==> config.mk <==
export PLATFORM = sky130hd
export DESIGN_NAME = bev_bridge_flat
export DESIGN_NICKNAME = d
export VERILOG_FILES = /design/src/rtl/bev_bridge_pkg.sv /design/src/rtl/bev_bridge_if.sv /design/src/rtl/bev_bridge.sv /design/src/flat_wrapper.sv
export SDC_FILE = /design/constraint.sdc
export NUM_CORES = 1
export LEC_CHECK = 0
export CORE_UTILIZATION = 24
export DETAILED_ROUTE_END_ITERATION = 16
export HOLD_SLACK_MARGIN = 0.02
export PLACE_DENSITY_LB_ADDON = 0.08
export REMOVE_ABC_BUFFERS = 1
export SLEW_MARGIN = 20
export SYNTH_ARGS = -nofsm -noshare
export SYNTH_HDL_FRONTEND = slang
export SYNTH_SLANG_ARGS = --single-unit
==> constraint.sdc <==
create_clock -name clk -period 2.2 [get_ports clk]
set_input_delay 0.66 -clock clk [delete_from_list [all_inputs] [get_ports clk]]
set_output_delay 0.66 -clock clk [all_outputs]
set_load 0.005 [all_outputs]
==> src/rtl/bev_bridge_pkg.sv <==
// Shared types and constants for the BEV-to-DRAM AXI bridge.
package usertype;

  // Bridge sequencing: one request walks AR->R or AW->W->B, then DONE.
  typedef enum logic [2:0] {
    IDLE,
    AR,
    R,
    AW,
    W,
    B,
    DONE
  } state_t;

  // Byte address of box record 0 in DRAM.
  localparam logic [16:0] DRAM_BASE = 17'h10000;

  // Each box record is 8 bytes; 255*8 plus the base still fits in 17 bits.
  function automatic logic [16:0] box_addr(input logic [16:0] base, input logic [7:0] box);
    return base + {6'b000000, box, 3'b000};
  endfunction

endpackage

==> src/rtl/bev_bridge_if.sv <==
// BEV request/completion signals plus the five AXI channels toward DRAM.
interface INF;
  logic        C_in_valid;
  logic        C_r_wb;
  logic [7:0]  C_addr;
  logic [63:0] C_data_w;
  logic        C_out_valid;
  logic [63:0] C_data_r;

  logic        AR_VALID;
  logic [16:0] AR_ADDR;
  logic        AR_READY;
  logic        R_VALID;
  logic [63:0] R_DATA;
  logic [1:0]  R_RESP;
  logic        R_READY;

  logic        AW_VALID;
  logic [16:0] AW_ADDR;
  logic        AW_READY;
  logic        W_VALID;
  logic [63:0] W_DATA;
  logic        W_READY;
  logic        B_VALID;
  logic [1:0]  B_RESP;
  logic        B_READY;

  // Bridge side.
  modport bridge_inf (
    input  C_in_valid, C_r_wb, C_addr, C_data_w,
    output C_out_valid, C_data_r,
    output AR_VALID, AR_ADDR, input AR_READY,
    input  R_VALID, R_DATA, R_RESP, output R_READY,
    output AW_VALID, AW_ADDR, input AW_READY,
    output W_VALID, W_DATA, input W_READY,
    input  B_VALID, B_RESP, output B_READY
  );

  // BEV requester and DRAM responder side.
  modport bev_dram (
    output C_in_valid, C_r_wb, C_addr, C_data_w,
    input  C_out_valid, C_data_r,
    input  AR_VALID, AR_ADDR, output AR_READY,
    output R_VALID, R_DATA, R_RESP, input R_READY,
    input  AW_VALID, AW_ADDR, output AW_READY,
    input  W_VALID, W_DATA, output W_READY,
    output B_VALID, B_RESP, input B_READY
  );

endinterface

==> src/rtl/bev_bridge.sv <==
// Converts single-cycle BEV box read/write requests into one AXI transaction
// at a time and returns a one-cycle completion pulse. All outputs registered.
module bev_bridge
  import usertype::*;
#(
  parameter logic [16:0] DRAM_BASE = usertype::DRAM_BASE
) (
  input logic       clk,
  input logic       rst_n,
  INF.bridge_inf    inf
);

  state_t      state;
  logic        r_wb_q;
  logic [7:0]  addr_q;
  logic [63:0] data_q;

  // Response codes carry no meaning here; every transaction completes.
  logic unused_resp;
  assign unused_resp = ^{inf.R_RESP, inf.B_RESP};

  // Request sequencing; each VALID/READY output is held until its handshake edge.
  always_ff @(posedge clk) begin
    if (!rst_n) begin
      state           <= IDLE;
      r_wb_q          <= 1'b0;
      addr_q          <= '0;
      data_q          <= '0;
      inf.C_out_valid <= 1'b0;
      inf.C_data_r    <= '0;
      inf.AR_VALID    <= 1'b0;
      inf.AR_ADDR     <= '0;
      inf.R_READY     <= 1'b0;
      inf.AW_VALID    <= 1'b0;
      inf.AW_ADDR     <= '0;
      inf.W_VALID     <= 1'b0;
      inf.W_DATA      <= '0;
      inf.B_READY     <= 1'b0;
    end else begin
      case (state)
        IDLE: begin
          if (inf.C_in_valid) begin
            r_wb_q <= inf.C_r_wb;
            addr_q <= inf.C_addr;
            data_q <= inf.C_data_w;
            if (inf.C_r_wb) begin
              inf.AR_VALID <= 1'b1;
              inf.AR_ADDR  <= box_addr(DRAM_BASE, inf.C_addr);
              state        <= AR;
            end else begin
              inf.AW_VALID <= 1'b1;
              inf.AW_ADDR  <= box_addr(DRAM_BASE, inf.C_addr);
              state        <= AW;
            end
          end
        end
        // AR_VALID is always high in this state, so READY alone marks the handshake.
        AR: begin
          if (inf.AR_READY) begin
            inf.AR_VALID <= 1'b0;
            inf.AR_ADDR  <= '0;
            inf.R_READY  <= 1'b1;
            state        <= R;
          end else begin
            inf.AR_ADDR <= box_addr(DRAM_BASE, addr_q);
          end
        end
        R: begin
          if (inf.R_VALID) begin
            inf.R_READY     <= 1'b0;
            inf.C_data_r    <= r_wb_q ? inf.R_DATA : '0;
            inf.C_out_valid <= 1'b1;
            state           <= DONE;
          end
        end
        AW: begin
          if (inf.AW_READY) begin
            inf.AW_VALID <= 1'b0;
            inf.AW_ADDR  <= '0;
            inf.W_VALID  <= 1'b1;
            inf.W_DATA   <= data_q;
            state        <= W;
          end else begin
            inf.AW_ADDR <= box_addr(DRAM_BASE, addr_q);
          end
        end
        W: begin
          if (inf.W_READY) begin
            inf.W_VALID <= 1'b0;
            inf.W_DATA  <= '0;
            inf.B_READY <= 1'b1;
            state       <= B;
          end
        end
        B: begin
          if (inf.B_VALID) begin
            inf.B_READY     <= 1'b0;
            inf.C_data_r    <= '0;
            inf.C_out_valid <= 1'b1;
            state           <= DONE;
          end
        end
        DONE: begin
          inf.C_out_valid <= 1'b0;
          inf.C_data_r    <= '0;
          state           <= IDLE;
        end
        default: state <= IDLE;
      endcase
    end
  end

endmodule

==> src/flat_wrapper.sv <==
// flat-port wrapper written by rule: the top's interface ports become plain ports
module bev_bridge_flat import usertype::*;
#(
  parameter logic [16:0] DRAM_BASE = usertype::DRAM_BASE
)
  (clk, rst_n, inf_C_in_valid, inf_C_r_wb, inf_C_addr, inf_C_data_w, inf_C_out_valid, inf_C_data_r, inf_AR_VALID, inf_AR_ADDR, inf_AR_READY, inf_R_VALID, inf_R_DATA, inf_R_RESP, inf_R_READY, inf_AW_VALID, inf_AW_ADDR, inf_AW_READY, inf_W_VALID, inf_W_DATA, inf_W_READY, inf_B_VALID, inf_B_RESP, inf_B_READY);
  INF inf_i ();
  input logic clk;
  input logic rst_n;
  input wire logic [$bits(inf_i.C_in_valid)-1:0] inf_C_in_valid;
  input wire logic [$bits(inf_i.C_r_wb)-1:0] inf_C_r_wb;
  input wire logic [$bits(inf_i.C_addr)-1:0] inf_C_addr;
  input wire logic [$bits(inf_i.C_data_w)-1:0] inf_C_data_w;
  output wire logic [$bits(inf_i.C_out_valid)-1:0] inf_C_out_valid;
  output wire logic [$bits(inf_i.C_data_r)-1:0] inf_C_data_r;
  output wire logic [$bits(inf_i.AR_VALID)-1:0] inf_AR_VALID;
  output wire logic [$bits(inf_i.AR_ADDR)-1:0] inf_AR_ADDR;
  input wire logic [$bits(inf_i.AR_READY)-1:0] inf_AR_READY;
  input wire logic [$bits(inf_i.R_VALID)-1:0] inf_R_VALID;
  input wire logic [$bits(inf_i.R_DATA)-1:0] inf_R_DATA;
  input wire logic [$bits(inf_i.R_RESP)-1:0] inf_R_RESP;
  output wire logic [$bits(inf_i.R_READY)-1:0] inf_R_READY;
  output wire logic [$bits(inf_i.AW_VALID)-1:0] inf_AW_VALID;
  output wire logic [$bits(inf_i.AW_ADDR)-1:0] inf_AW_ADDR;
  input wire logic [$bits(inf_i.AW_READY)-1:0] inf_AW_READY;
  output wire logic [$bits(inf_i.W_VALID)-1:0] inf_W_VALID;
  output wire logic [$bits(inf_i.W_DATA)-1:0] inf_W_DATA;
  input wire logic [$bits(inf_i.W_READY)-1:0] inf_W_READY;
  input wire logic [$bits(inf_i.B_VALID)-1:0] inf_B_VALID;
  input wire logic [$bits(inf_i.B_RESP)-1:0] inf_B_RESP;
  output wire logic [$bits(inf_i.B_READY)-1:0] inf_B_READY;
  assign inf_i.C_in_valid = inf_C_in_valid;
  assign inf_i.C_r_wb = inf_C_r_wb;
  assign inf_i.C_addr = inf_C_addr;
  assign inf_i.C_data_w = inf_C_data_w;
  assign inf_C_out_valid = inf_i.C_out_valid;
  assign inf_C_data_r = inf_i.C_data_r;
  assign inf_AR_VALID = inf_i.AR_VALID;
  assign inf_AR_ADDR = inf_i.AR_ADDR;
  assign inf_i.AR_READY = inf_AR_READY;
  assign inf_i.R_VALID = inf_R_VALID;
  assign inf_i.R_DATA = inf_R_DATA;
  assign inf_i.R_RESP = inf_R_RESP;
  assign inf_R_READY = inf_i.R_READY;
  assign inf_AW_VALID = inf_i.AW_VALID;
  assign inf_AW_ADDR = inf_i.AW_ADDR;
  assign inf_i.AW_READY = inf_AW_READY;
  assign inf_W_VALID = inf_i.W_VALID;
  assign inf_W_DATA = inf_i.W_DATA;
  assign inf_i.W_READY = inf_W_READY;
  assign inf_i.B_VALID = inf_B_VALID;
  assign inf_i.B_RESP = inf_B_RESP;
  assign inf_B_READY = inf_i.B_READY;
  bev_bridge #(.DRAM_BASE(DRAM_BASE)) u_core (.clk(clk), .rst_n(rst_n), .inf(inf_i));
endmodule
# Yosys cells after proc, flatten, opt, wreduce, memory -nomap -nowiden
# Cells that the tools add are included.
[op_classes] addsub=2 eq_ne=14 n_mux=43 reduce_logical=17
[ops] operator="$mux 64" count=5
[ops] operator="$pmux 64 s3" count=1
[ops] operator="$pmux 64 s2" count=1
[ops] operator="$mux 17" count=6
[ops] operator="$pmux 17 s2" count=2
[ops] operator="$add 17x11->17 const A" count=2
[ops] operator="$mux 3" count=6
[ops] operator="$pmux 3 s6" count=1
[ops] operator="$reduce_and 3->1" count=6
[ops] operator="$ne 2x2->1 const B" count=8
[ops] operator="$mux 1" count=14
[ops] operator="$pmux 1 s2" count=5
[ops] operator="$reduce_bool 2->1" count=5
[ops] operator="$eq 3x3->1 const B" count=3
[ops] operator="$reduce_and 4->1" count=2
[ops] operator="$eq 3x2->1 const B" count=2
[ops] operator="$reduce_and 6->1" count=1
[ops] operator="$eq 3x1->1 const B" count=1
[ops] operator="$logic_not 3->1" count=1
[ops] operator="$pmux 1 s3" count=1
[ops] operator="$reduce_bool 3->1" count=1
[ops] operator="$mux 2" count=1
[ops] operator="$reduce_and 2->1" count=1
[totals] register_bits=244 inputBits=149

# Logic depth before layout (Yosys ltp)
# Gate-level depths: netlist of run 1.
[logic_depth] depth_word=4 ltp_mapped=8 ltp_nobuf=4

# Worst setup path after synthesis of run 1
# OpenSTA, ideal clock, no wires.
[synth_timing] path_type="input -> register" from="input inf_C_r_wb" to="register u_core.inf.AW_ADDR[10]" setup_time_ns=0.088 arrival_ns=1.780 t_required_ns=2.112 slack_ns=0.331 stages=5 path_buffers=1 path_cell_list="or4b_4 -> a21oi_4 -> buf_6 -> nor2_2 -> a311oi_2"
[synth_via] elab_chain_len=2
[synth_lines] item="start: declaration" line_no="flat_wrapper.sv:11" rtl="input wire logic [$bits(inf_i.C_r_wb)-1:0] inf_C_r_wb;"
[synth_lines] item="$ne 2x2->1 (no source line)"
[synth_lines] item="$reduce_and 3->1 (no source line)"
[synth_lines] item="end signal: assignment" line_no="bev_bridge.sv:52" rtl="inf.AW_ADDR <= box_addr(DRAM_BASE, inf.C_addr);"
[synth_lines] item="end signal: assignment" line_no="bev_bridge.sv:84" rtl="inf.AW_ADDR <= box_addr(DRAM_BASE, addr_q);"
[synth_lines] item="end: declaration" line_no="bev_bridge_if.sv:34" rtl="output AW_VALID, AW_ADDR, input AW_READY,"
# Every way passes these cells.
# A chain may end at the register's enable or synchronous reset.

# Worst setup path after layout of run 1
[layout_timing] from="register u_core.inf.C_data_r[38]" to="output inf_C_data_r[38]"
[layout_lines] item="start: declaration" line_no="bev_bridge_if.sv:31" rtl="output C_out_valid, C_data_r,"
[layout_lines] item="start signal: assignment" line_no="bev_bridge.sv:71" rtl="inf.C_data_r <= r_wb_q ? inf.R_DATA : '0;"
[layout_lines] item="end: declaration" line_no="flat_wrapper.sv:15" rtl="output wire logic [$bits(inf_i.C_data_r)-1:0] inf_C_data_r;"
# No word-level cell between the ends.

==> results of run 1 <==
-- routing by layer --
layer | vias to the layer above | share of wire [%]
met2 | 268 | 46
li1 | 3699 | -
met5 | - | 0.029
met1 | 3509 | 43
met4 | 2 | 1.5
met3 | 33 | 9.3
-- flip-flops by register name, summed over array words and instances (netlist names) --
signal / count
u_core.data_q: 64
u_core.inf.C_data_r: 64
u_core.inf.W_DATA: 64
u_core.inf.AR_ADDR: 9
u_core.inf.AW_ADDR: 9
u_core.addr_q: 8
u_core.state: 3
u_core.inf.AR_VALID: 1
u_core.inf.AW_VALID: 1
u_core.inf.B_READY: 1
u_core.inf.C_out_valid: 1
u_core.inf.R_READY: 1
u_core.inf.W_VALID: 1
u_core.r_wb_q: 1
-- logic make-up after synthesis --
logic type / after synthesis / synth area share [%]
AOI/OAI and AO/OA: 238 / 19.78
muxes: 3 / 0.3669
and+or+nand+nor: 354 / 18.36
DFF: 228 / 55.76
buffers and inverters: 99 / 5.686
other: 1 / 0.04581
-- power breakdown --
group	internal [mW]	leakage, nW	switching [mW]
clock	2.43	0.414	1.75
sequential	4.58	1.85	0.305
combinational	1.35	2.23	1.58
-- cells in the mapped netlist, drive strengths merged --
| cell | instances | area share [%] |
|---|---|---|
| conb | 1 | 0.046 |
| a21oi | 82 | 5.2 |
| a31oi | 2 | 0.15 |
| a22oi | 128 | 12 |
| dfxtp | 228 | 56 |
| and4 | 1 | 0.11 |
| a311oi | 17 | 1.9 |
| nor3b | 1 | 0.15 |
| o2bb2ai | 1 | 0.11 |
| a21o | 1 | 0.092 |
| nor4b | 1 | 0.11 |
| nand2b | 16 | 1.2 |
| nor2 | 152 | 7.0 |
| nand3 | 1 | 0.061 |
| o211ai | 1 | 0.092 |
| o21ai | 1 | 0.061 |
| buf | 48 | 3.3 |
| or4b | 1 | 0.17 |
| a221oi | 1 | 0.11 |
| nor3 | 5 | 0.37 |
| nand3b | 17 | 1.6 |
| clkbuf | 46 | 2.1 |
| o21a | 2 | 0.18 |
| and3 | 1 | 0.076 |
| inv | 4 | 0.18 |
| o22ai | 1 | 0.076 |
| and2 | 2 | 0.15 |
| and4b | 1 | 0.12 |
| a221o | 1 | 0.12 |
| nand2 | 151 | 6.9 |
| mux2i | 3 | 0.37 |
| nor2b | 3 | 0.23 |
| clkinv | 1 | 0.046 |
| nand4b | 1 | 0.11 |
-- layout make-up --
cell class              instances  area, um2  share of cell area (%)
clock buffers                  38      777.0                   6.158
multi-input cells             611       3244                   25.71
clock inverters                 8      43.79                  0.3470
well taps                     448      560.5                   4.442
flip-flops and latches        228       4564                   36.17
inverters                       5      23.77                  0.1884
repair buffers                328       3405                   26.98
-- through the flow --
step | power (mW) | area [um2] | util (%) | setup TNS (ps) | instances
2_1_floorplan | 6.280 | 7795 | - | -506350 | 844
3_3_place_gp | 7.982 | 11800 | 35.18 | -5038 | 1620
3_5_place_dp | 7.983 | 11800 | 35.18 | -5647 | 1620
4_1_cts | 12.27 | 12620 | 37.62 | 0 | 1666
5_1_grt | 12.76 | 12620 | 37.63 | 0 | 1666
6_report | 12.00 | 12620 | 37.63 | 0 | 1666
-- final timing paths --
path,startpoint,to,slack [ps],cells after the start
max reg2reg,u_core.state[1],u_core.inf.AW_ADDR[4],290,5
min reg2reg,u_core.data_q[57],u_core.data_q[57],450,2
min,u_core.data_q[57],u_core.data_q[57],450,2
max,u_core.inf.C_data_r[38],inf_C_data_r[38],90,1
-- repair_timing --
action                                  in CTS  in global routing
endpoints found under the setup margin       1                  1
endpoints found under the hold margin        0                  0
gates resized for setup                      1                  1
hold buffers                                 0                  0
==> results.toml, run 1 <==
[status]
status = "finished, final reports clean"

[place]
gp_congestion = 0.7167
numPortBuffers = 296
dp_hpwl_um = 17510
place_ws_ps = -172.3

[finish]
mostFrequentLayoutCell = "clkdlybuf4s50_1"
areaGrowthSynthToFinish_pct = 54.16
drive_above_1_share_pct = 7.061
layout.nets = 1350
most-common-layout-cells = "294 x clkdlybuf4s50_1, 228 x dfxtp_1, 151 x nor2_1, 151 x nand2_1, 128 x a22oi_1"
diodes = 0
fillers = 3430

[detailed_routing]
drt_iter0_markers = 363
final_antenna_net_count = 0
viasPerCell = 4.508
routed_wl_um = 27570
vias = 7511
routedWlPerCell_um = 16.55
dr.pass1.iters = 4
drc = 0

[worst_setup_path]
crit_buf_inv = 1
critPathLaunchType = "flop"
crit_chain = "clkdlybuf4s50_1"
critPathSlowestCell = "clkdlybuf4s50_1"
max_stage_delay_ps = 550
cp_max_fo = 2
critPathArrivalTime_ps = 1450
crit_family = "buffers and inverters"
worstSetupEndpointType = "primary output"
critical_path_class = "flop to primary output"
worstPathRequired_ps = 1540

[global_routing]
antenna_found_initial = 1
grt_max_degree = 66
grt_use_met1_pct = 18.98
grt_pass1_wl_um = 43070
grt.met2_usage_pct = 25.42
first_global_vias = 7471
top_usage_layer = "met2"
use_met3_pct = 5.529
grt_overflow_total = 0
gr-usage-all-layers_pct = 15.35

[power]
vdd_drop_max_v = 0.0005285
power.density_nw_per_um2 = 950.8
p_leak_nw = 4.490

[cts]
insertion_delay_ps = 540
cts.path.max_buffers = 3
cts_root_buf = "clkbuf_16"
clock_sinks = 228
cts_tree = "built"
numCtsBuffers = 27
cts_htree_levels = 1
clk_pin_slew_ps = 60
cts_setup_buffers = 0

[timing]
rsz0062_at_grt = "false"
worstMarginPinSlew_ps = 564.9
maxSlewHeadroom_pct = 62.29
finalMaxSlewViolations = 0
fin_skew_ps = 12.06
hold_viol_final = 0
final.hold.worst_slack_ps = 453.4
fin_ws_ps = 90.88
finalCritPeriodShare_pct = 95.87
setup_viol = 0
fmax_ghz = 0.4741
period_needed_ps = 2109

[die]
coreArea_um2 = 33530
initial_core_util_pct = 24.41
num_rows = 67
die_h_um = 186.7
die_x_um = 186.7
dieArea_um2 = 34850
pin_count = 317

[synth]
synthCells = 923
synth-seq-cells = 228
synth_area_um2 = 8185
synth_cell_types = 41
synth.avg_cell_area_um2 = 8.868
seq_area_frac_synth_pct = 55.76
yosys_warnings = 0

[hold_path]
hp-class = "flop to flop"

[flow_run]
maxCapViolations = 0
(Power assumes the default switching activity.)
==> inputs of run 2 (changes only) <==
- MAX_ROUTING_LAYER: unset -> met4
==> results.toml, run 2 (synthesis gave the netlist of run 1 again) <==
[global_routing]
grt_overflow_total = 0
grt_max_degree = 66
grt_pass1_wl_um = 42870
first_global_vias = 7519
gr-usage-all-layers_pct = 15.80
antenna_found_initial = 1

[worst_setup_path]
cp_max_fo = 2
worstSetupEndpointType = "primary output"
critical_path_class = "flop to primary output"
crit_family = "buffers and inverters"
critPathSlowestCell = "clkdlybuf4s50_1"
crit_chain = "clkdlybuf4s50_1"
critPathLaunchType = "flop"
worstPathRequired_ps = 1540
critPathArrivalTime_ps = 1450
crit_buf_inv = 1
max_stage_delay_ps = 580

[die]
num_rows = 67
pin_count = 317
die_x_um = 186.7
dieArea_um2 = 34850
die_h_um = 186.7
coreArea_um2 = 33530
initial_core_util_pct = 24.41

[cts]
cts_tree = "built"
numCtsBuffers = 27
clk_pin_slew_ps = 60
cts_setup_buffers = 0
cts_root_buf = "clkbuf_16"
cts_htree_levels = 1
clock_sinks = 228
insertion_delay_ps = 530
cts.path.max_buffers = 3

[finish]
instances_no_fill = 1667
fillers = 3430
seq_area_um2 = 4564
drive_above_1_share_pct = 7.061
areaGrowthSynthToFinish_pct = 54.19
multiInputGateArea_um2 = 3244
layout.nets = 1350
most-common-layout-cells = "294 x clkdlybuf4s50_1, 228 x dfxtp_1, 151 x nor2_1, 151 x nand2_1, 128 x a22oi_1"
largestRegisters = "u_core.data_q: 64 flops, u_core.inf.C_data_r: 64 flops, u_core.inf.W_DATA: 64 flops"
stdcell_area_um2 = 12620
mostFrequentLayoutCell = "clkdlybuf4s50_1"

[timing]
setup_viol = 0
fmax_ghz = 0.4743
rsz0062_at_grt = "false"
fin_skew_ps = 9.310
maxSlewHeadroom_pct = 62.45
hold_viol_final = 0
fin_ws_ps = 91.72
worstMarginPinSlew_ps = 562.4
fin_setup_tns_ps = 0
period_needed_ps = 2108
finalMaxSlewViolations = 0
finalCritPeriodShare_pct = 95.83

[detailed_routing]
routedWlPerCell_um = 16.49
final_antenna_net_count = 0
drc = 0
vias = 7475
drt_iter0_markers = 358
viasPerCell = 4.484
routed_wl_um = 27480
dr.pass1.iters = 5

[place]
place_inst = 1620
placed_cell_area_um2 = 11800
gp_congestion = 0.7250
dp_hpwl_um = 17510
numPortBuffers = 296
place_ws_ps = -172.3

[flow_run]
maxCapViolations = 0

[power]
vdd_drop_max_v = 0.0005260
p_leak_nw = 4.490
power.density_nw_per_um2 = 949.7

[hold_path]
hp-class = "flop to flop"

[status]
status = "finished, final reports clean"
[run 2: cell type report]
class / count / area share, %
Antenna cell: 1 / 0.01983
Multi-Input combinational cell: 611 / 25.71
Tap cell: 448 / 4.441
Clock buffer: 38 / 6.156
Clock inverter: 8 / 0.3470
Inverter: 5 / 0.1884
Timing Repair Buffer: 328 / 26.98
Sequential cell: 228 / 36.17
[run 2: through the flow]
step	utilization, %	power [mW]	hold WS (ps)
2_1_floorplan	-	6.280	432.3
3_3_place_gp	35.18	7.982	444.2
3_5_place_dp	35.18	7.983	447.1
4_1_cts	37.62	12.27	455.9
5_1_grt	37.64	12.76	466.2
6_report	37.64	11.99	453.8
[run 2: worst paths after layout]
path	startpoint	end	slack, ps	depth (start not counted)
worst max-delay path	u_core.inf.W_DATA[15]	inf_W_DATA[15]	90	1
worst min-delay path	u_core.data_q[16]	u_core.data_q[16]	450	2
worst max register to register	u_core.state[1]	u_core.inf.AW_ADDR[8]	300	5
worst min register to register	u_core.data_q[16]	u_core.data_q[16]	450	2
[run 2: layer usage]
metal  up-vias  track usage (%)  routed length (um)
met2       244            25.42               12760
met4         0            3.436                 390
met3        37            5.285                2454
met1      3493            19.10               11880
met5         -                -                   0
li1       3701                -                   -
[run 2: timing repair]
action,CTS,global route
resized for setup,1,1
endpoints found under the setup margin,1,1
hold buffers,0,0
[run 2: report_power, final]
group	switching, mW	internal, mW	leakage [nW]
combinational	1.58	1.35	2.23
clock	1.75	2.43	0.414
sequential	0.305	4.58	1.85
==> inputs of run 3 (changes only) <==
- CTS_CLUSTER_SIZE: unset -> 24
- HOLD_SLACK_MARGIN: 0.02 -> unset
==> results of run 3 <==
Final layout, timing and power as in run 2 (identical DEF).
